$ cat config.mk
export PLATFORM = sky130hd
export DESIGN_NAME = irrigation_scheduler
export DESIGN_NICKNAME = d
export VERILOG_FILES = /design/src/rtl/irrigation_scheduler.sv
export SDC_FILE = /design/constraint.sdc
export NUM_CORES = 1
export LEC_CHECK = 0
export CAP_MARGIN = 20
export CORE_MARGIN = 10
export CORE_UTILIZATION = 43
export DETAILED_ROUTE_END_ITERATION = 10
export PLACE_DENSITY = 0.78
export SLEW_MARGIN = 5
export SYNTH_ARGS = -nofsm -noshare
export SYNTH_HDL_FRONTEND = slang
export SYNTH_SLANG_ARGS = --single-unit
export TNS_END_PERCENT = 100
$ cat constraint.sdc
create_clock -name clock_50MHz -period 1.9 [get_ports clock_50MHz]
set_input_delay 0.475 -clock clock_50MHz [delete_from_list [all_inputs] [get_ports clock_50MHz]]
set_output_delay 0.475 -clock clock_50MHz [all_outputs]
set_load 0.02 [all_outputs]
$ cat src/rtl/irrigation_scheduler.sv
// rtl/irrigation_scheduler.sv - arbitrated, timed irrigation valve sequencer
//
// Purpose: chooses which valve runs, owns the shared BCD countdown
// (cycle time while watering, rest lockout while idle) and the empty-tank alarm.
// Ports:
//   clock_50MHz, reset_n      clock, async active-low reset
//   one_hz_tick               1 Hz single-cycle strobe
//   sprinkler_req, drip_req   level watering requests (sprinkler wins)
//   specific                  selects SPECIFIC_TIME for drip at cycle start
//   water_box[1:0]            tank level, 00 = empty
//   button                    clean push-button level (edge-detected here)
//   state[1:0]                00 IDLE, 01 SPRINKLER, 10 DRIP, 11 EMPTY
//   valve_sprinkler, valve_drip, alarm   decoded from registered state
//   dozens[1:0], units[3:0]   BCD countdown
//   time_over                 one-cycle pulse on natural cycle completion
module irrigation_scheduler #(
    parameter int SPRINKLER_TIME = 30,
    parameter int DRIP_TIME      = 20,
    parameter int SPECIFIC_TIME  = 15,
    parameter int REST_TIME      = 5
) (
    input  logic       clock_50MHz,
    input  logic       reset_n,
    input  logic       one_hz_tick,
    input  logic       sprinkler_req,
    input  logic       drip_req,
    input  logic       specific,
    input  logic [1:0] water_box,
    input  logic       button,
    output logic [1:0] state,
    output logic       valve_sprinkler,
    output logic       valve_drip,
    output logic [1:0] dozens,
    output logic [3:0] units,
    output logic       time_over,
    output logic       alarm
);

    typedef enum logic [1:0] {
        ST_IDLE      = 2'b00,
        ST_SPRINKLER = 2'b01,
        ST_DRIP      = 2'b10,
        ST_EMPTY     = 2'b11
    } state_t;

    // Load values as {dozens, units} BCD, resolved at elaboration.
    localparam logic [5:0] LOAD_SPR  = {2'(SPRINKLER_TIME / 10), 4'(SPRINKLER_TIME % 10)};
    localparam logic [5:0] LOAD_DRIP = {2'(DRIP_TIME / 10),      4'(DRIP_TIME % 10)};
    localparam logic [5:0] LOAD_SPEC = {2'(SPECIFIC_TIME / 10),  4'(SPECIFIC_TIME % 10)};
    localparam logic [5:0] LOAD_REST = {2'(REST_TIME / 10),      4'(REST_TIME % 10)};
    localparam logic [5:0] COUNT_ONE = 6'h01;

    state_t     state_q;
    logic [5:0] count_q;      // {dozens, units}
    logic       time_over_q;
    logic       btn_prev_q;
    logic       btn_edge_q;   // registered rising edge: abort acts one edge later

    function automatic logic [5:0] bcd_dec(input logic [5:0] c);
        logic [5:0] r;
        if (c == 6'h00) begin
            r = c;
        end else if (c[3:0] == 4'd0) begin
            r = {c[5:4] - 2'd1, 4'd9};
        end else begin
            r = {c[5:4], c[3:0] - 4'd1};
        end
        return r;
    endfunction

    always_ff @(posedge clock_50MHz or negedge reset_n) begin
        if (!reset_n) begin
            state_q     <= ST_IDLE;
            count_q     <= 6'h00;
            time_over_q <= 1'b0;
            btn_prev_q  <= 1'b0;
            btn_edge_q  <= 1'b0;
        end else begin
            btn_prev_q  <= button;
            btn_edge_q  <= button & ~btn_prev_q;
            time_over_q <= 1'b0;

            if (water_box == 2'b00) begin
                // Empty tank overrides everything, including expiry.
                state_q <= ST_EMPTY;
                count_q <= 6'h00;
            end else begin
                unique case (state_q)
                    ST_EMPTY: begin
                        state_q <= ST_IDLE;
                        count_q <= 6'h00;
                    end
                    ST_IDLE: begin
                        if (btn_edge_q) begin
                            count_q <= 6'h00;                 // manual lockout override
                        end else if (count_q != 6'h00) begin
                            if (one_hz_tick) count_q <= bcd_dec(count_q);
                        end else if (sprinkler_req) begin
                            state_q <= ST_SPRINKLER;
                            count_q <= LOAD_SPR;
                        end else if (drip_req) begin
                            state_q <= ST_DRIP;
                            count_q <= specific ? LOAD_SPEC : LOAD_DRIP;
                        end
                    end
                    default: begin                            // SPRINKLER or DRIP
                        if (btn_edge_q) begin
                            state_q <= ST_IDLE;
                            count_q <= LOAD_REST;
                        end else if (one_hz_tick) begin
                            if (count_q == COUNT_ONE) begin
                                state_q     <= ST_IDLE;
                                count_q     <= LOAD_REST;
                                time_over_q <= 1'b1;
                            end else begin
                                count_q <= bcd_dec(count_q);
                            end
                        end
                    end
                endcase
            end
        end
    end

    assign state           = state_q;
    assign valve_sprinkler = (state_q == ST_SPRINKLER);
    assign valve_drip      = (state_q == ST_DRIP);
    assign alarm           = (state_q == ST_EMPTY);
    assign dozens          = count_q[5:4];
    assign units           = count_q[3:0];
    assign time_over       = time_over_q;

endmodule

# Word level (Yosys, flattened, before mapping)
# Cells that the tools add are included.
[op_classes] add_sub_neg=2 n_eq_ne=9 mux=27 bitwise=2 n_reduce_logical=10
[ops] operator="two-way mux 6 bit" n=12
[ops] operator="two-way mux 2 bit" n=8
[ops] operator="one-hot mux 6 bit (2 select lines)" n=1
[ops] operator="nonzero test 5 bit" n=2
[ops] operator="equality test 6 x 1 -> 1 bit, second input constant" n=1
[ops] operator="logical NOT 6 bit" n=1
[ops] operator="inequality test 3 bit, second input constant" n=2
[ops] operator="inequality test 6 bit, second input constant" n=1
[ops] operator="nonzero test 6 bit" n=1
[ops] operator="two-way mux 1 bit" n=5
[ops] operator="inequality test 5 bit, second input constant" n=1
[ops] operator="AND reduction 5 bit" n=1
[ops] operator="equality test 2 bit, second input constant" n=2
[ops] operator="logical NOT 2 bit" n=2
[ops] operator="logical NOT 4 bit" n=1
[ops] operator="inequality test 4 bit, second input constant" n=1
[ops] operator="one-hot mux 2 bit (2 select lines)" n=1
[ops] operator="subtractor 4 x 1 -> 4 bit, second input constant" n=1
[ops] operator="AND reduction 3 bit" n=1
[ops] operator="equality test 2 x 1 -> 1 bit, second input constant" n=1
[ops] operator="OR reduction 2 bit" n=1
[ops] operator="subtractor 2 x 1 -> 2 bit, second input constant" n=1
[ops] operator="bitwise AND 1 bit" n=1
[ops] operator="inverter 1 bit" n=1
[word_totals] ff_bits=11 output_inout_bits=12 word_cells=55

# Longest topological paths before layout
[logic_depth] ltp_word=8 depth_mapped=8 mapped_depth_nobuf=7

# Worst setup path after synthesis
# No wires, ideal clock.
[synth_timing] path_type="reg-to-reg" startpoint="reg count_q[0]" endpoint="reg count_q[2]" setup_ns=0.125 t_arrival_ns=1.949 required_ns=1.775 setup_slack_ns=-0.174 stages_incl_launch_ff=8 path_buffers=0 synth_period_minus_slack_ns=2.074 cell_sequence="dfrtp_1 > inv_1 > ha_1 > and4bb_4 > mux2i_1 > a21oi_2 > nor2_2 > mux2_2"
[synth_via] elab_chain_cells=8 elab_cells_between_ends=18 classes_between="1 x add/sub; 3 x eq/ne; 10 x mux; 4 x reduce/logical"
[synth_rtl] item="from (decl)" line_no="54" source="logic [5:0] count_q;"
[synth_rtl] item="from (signal assigned)" line_no="97" source="if (one_hz_tick) count_q <= bcd_dec(count_q);"
[synth_rtl] item="from (signal assigned)" line_no="103" source="count_q <= specific ? LOAD_SPEC : LOAD_DRIP;"
[synth_rtl] item="from (signal assigned)" line_no="116" source="count_q <= bcd_dec(count_q);"
[synth_rtl] item="subtractor 4 x 1 -> 4 bit / logical NOT 4 bit (equally long branches)" line_no="66, 63"
[synth_rtl] item="two-way mux 6 bit" line_no="63" source="end else if (c[3:0] == 4'd0) begin"
[synth_rtl] item="two-way mux 6 bit" line_no="61" source="if (c == 6'h00) begin"
[synth_rtl] item="two-way mux 6 bit, on equally long branches" line_no="111, 97"
[synth_rtl] item="two-way mux 6 bit, on equally long branches" line_no="110, 96"
[synth_rtl] item="two-way mux 6 bit, on equally long branches" line_no="107, 94"
[synth_rtl] item="one-hot mux 6 bit (2 select lines)" line_no="88" source="unique case (state_q)"
[synth_rtl] item="two-way mux 6 bit" line_no="83" source="if (water_box == 2'b00) begin"
# Several ways; a longest one is shown, not always the timed one. The select of a mux whose other input is x is not followed.
# A chain may end at the register's enable or synchronous reset.

# Worst setup path after layout
[layout_timing] startpoint="reg count_q[1]" endpoint="out units[1]"
[layout_lines] item="to (decl)" line_no="34" source="output logic [3:0] units,"
# No word-level cell between the ends.

==> results.sh <==
export IMPL_core_area_um2=1940
export IMPL_drt_iter0_drc=40
export IMPL_min_period_ps=1840
export IMPL_fmax_mhz=544
export IMPL_fin_setup_tns_ps=0
export IMPL_hold_viol=0
export IMPL_grt_max_degree=12
export IMPL_synthArstFlopShare_pct=100
export IMPL_seq_area_frac_synth_pct=31.6
export IMPL_clkLatencyLatePin_ps=280
export IMPL_power_frac_clock_pct=6.5
export IMPL_crit_reg2reg_launch="count_q[4]"
export IMPL_cts_tree="done"
export IMPL_dieArea_um2=4230
export IMPL_avgSynthCellArea_um2=8.37
export IMPL_wl_per_cell_um=16.2
export IMPL_worstHoldStart="btn_prev_q"
export IMPL_setup_viol=0
export IMPL_dp_hpwl_mm=2.03
export IMPL_final_cell_count_no_fill=166
export IMPL_min_to="btn_edge_q"
export IMPL_wirelength_mm=2.69
export IMPL_syn_nets=120
export IMPL_holdBufCountCts=0
export IMPL_slowest_stage="clkdlybuf4s50_1"
export IMPL_switchingPower_uw=1220
export IMPL_synth_compound_area_share_pct=22.4
export IMPL_status="finished clean"
export IMPL_drive_above_1_share_pct=30.2
export IMPL_synth_top_cell_area_share_pct=31.6
export IMPL_rows=16
export IMPL_drc=0
export IMPL_syn_area_um2=871
export IMPL_cts_buffer_depth=2
export IMPL_synth_area_leaders="dfrtp_1, ha_1, a21oi_1, nor2_1, mux2i_1"
export IMPL_die_h_um=65
export IMPL_ff2ff_path_depth=8
export IMPL_crit_chain="buf_4, clkdlybuf4s50_1"
export IMPL_synth_top_family_by_area="simple AND/OR/NAND/NOR gates"
export IMPL_synth_xor_area_share_pct=0
export IMPL_combPwrFrac_pct=77.3
export IMPL_fin_skew_ps=6.78
export IMPL_cts_sinks=11
export IMPL_fp_dieW_um=65
export IMPL_crit_buf_inv=2
export IMPL_vdd_ir_drop_max_mv=1.40
export IMPL_min_path_type="reg -> reg"
export IMPL_nets=156
export IMPL_fin_crit_sh_pct=96.7
export IMPL_syn_instance_count=104
export IMPL_arrival_ps=1360
export IMPL_grt_overflow=0
export IMPL_p_seq_share_pct=16.2
export IMPL_root_buffer="clkbuf_4"
export IMPL_track_usage_pct=12.3
export IMPL_drt_pass1_iter_count=4
export IMPL_gp_congestion=0.893
export IMPL_cts_buffers=3
export IMPL_setup_slack_ps=62.2
export IMPL_vias=932
export IMPL_post_place_cells=161
export IMPL_cp_top_family="buffers and inverters"
export IMPL_io_buffers=20
export IMPL_first_global_vias=925
export IMPL_antenna_found_initial=0
export IMPL_syn_to_final_growth_pct=48.7
export IMPL_diodes=0
export IMPL_r2r_end="count_q[0]"
export IMPL_synth_cell_type_count=33
export IMPL_cts_max_level=1
export IMPL_clk_pin_slew_ps=70
export IMPL_switching_share_pct=47.7
export IMPL_pwr_density_cell_nw_per_um2=1980
export IMPL_io_pins=21
export IMPL_worst_path_max_fanout=5
export IMPL_slowest_delay_ps=600
export IMPL_holdWs_ps=400
export IMPL_initial_core_util_pct=44.8
export IMPL_power_leakage_uw=0.000579
export IMPL_via_per_inst=5.61
export IMPL_maxCapViolCount=0
export IMPL_grt_pass1_wl_mm=4.20
export IMPL_ys_ff_latch=11
export IMPL_synth_fa_ha_area_share_pct=10.1
export IMPL_maxSlewViolCount=0
export IMPL_yosysTopAreaCell="dfrtp_1"
export IMPL_place_ws_ps=-192
export IMPL_yosys_warnings=0
export IMPL_synth_edf_count=0
export IMPL_rsz0062_at_grt="false"
export IMPL_reg2reg_slack_ps=70
export IMPL_final_core_util_pct=66.7
export IMPL_whs_path_depth=1
export IMPL_detail_route_antenna_nets=0
export IMPL_ys_flop_type="dfrtp_1"
export IMPL_max_slew_margin_pct=65.0
export IMPL_end_kind="output pin"
export IMPL_synth_simple_area_share_pct=26.4
export IMPL_tightestPinTransition_ps=524
export IMPL_start_kind="flop"
export IMPL_muxShareOfSynthArea_pct=4.74
export IMPL_worstSetupPathType="reg -> out"
export IMPL_p_int_uw=1340
export IMPL_worstPathRequired_ps=1420
## cell usage in the layout (no fill, tap or decap), types with 5 or more instances in the layout
| cell | Yosys | final |
|---|---|---|
| a21oi_1 | 13 | 13 |
| buf_4 | 0 | 14 |
| clkdlybuf4s50_1 | 0 | 15 |
| dfrtp_1 | 11 | 7 |
| dlygate4sd2_1 | 0 | 5 |
| inv_2 | 0 | 5 |
| nand2_1 | 7 | 7 |
| nor2_1 | 10 | 10 |
## cell type report
cell class	instances	area (um^2)
Timing Repair Buffer	34	299
Clock buffer	3	22.5
Sequential cell	11	280
Inverter	8	30.0
Fill cell	163	647
Multi-Input combinational cell	82	624
Tap cell	27	33.8
Clock inverter	1	5.00
## per-layer routing
layer	vias to the layer above	GRT usage (%)	wire (um)
met2	46	20.8	1400
met3	2	6.01	233
met4	0	3.74	11
met5	-	0	0
li1	445	-	-
met1	439	13.3	1040
## Yosys cell counts (2+ instances only)
| cell | count |
|---|---|
| mux2i_1 | 3 |
| a31oi_1 | 2 |
| nand2_1 | 7 |
| ha_1 | 7 |
| nor2_1 | 10 |
| a211oi_1 | 3 |
| nand2b_1 | 3 |
| a21oi_1 | 13 |
| or2_2 | 2 |
| clkbuf_1 | 3 |
| nor2b_1 | 3 |
| inv_1 | 8 |
| nor3_1 | 4 |
| dfrtp_1 | 11 |
| o311ai_0 | 2 |
| o21ai_0 | 3 |
| nand3_1 | 4 |
## repair_timing
action | 4_1_cts | 5_1_grt
resized for setup | 5 | 9
hold endpoints to repair | 0 | 0
endpoints found under the setup margin | 5 | 6
pin swaps | 0 | 1
buffers inserted | 0 | 1
## worst max path at each step
stage	depth (start not counted)	slack, ps	end	from
floorplan	7	-20	count_q[2]	count_q[1]
global placement	6	-140	count_q[2]	sprinkler_req
detailed placement	6	-190	count_q[2]	sprinkler_req
CTS	8	30	count_q[5]	state[1]
global route	8	5	count_q[0]	count_q[1]
finish	2	60	units[1]	count_q[1]
## stage by stage
step | cell area, um^2 | total power (uW)
2_1_floorplan | 913 | 1570
3_3_place_gp | 1230 | 2190
3_5_place_dp | 1230 | 2240
4_1_cts | 1250 | 2380
5_1_grt | 1290 | 2750
6_report | 1290 | 2560
## cells by family (layout without fill, tap and decap cells)
logic type / after synthesis / count (layout)
adders and majority gates: 7 / 7
DFF: 11 / 11
muxes: 4 / 4
and+or+nand+nor: 41 / 41
AOI/OAI and AO/OA: 30 / 30
buffers and inverters: 11 / 46
## power by group through the flow
stage	Clock, uW	Combinational, uW	Sequential (uW)
after floorplan	0	1070	501
after global placement	0	1780	412
after detailed placement	0	1820	418
after CTS	171	1800	413
after global routing	183	2140	433
final	167	1980	415
## state kept, by name, summed over array words and instances, names as in the netlist
| signal | count |
|---|---|
| count_q | 6 |
| btn_edge_q | 1 |
| time_over | 1 |
| state | 2 |
| btn_prev_q | 1 |
No activity file was read; power rests on OpenSTA's default activity.
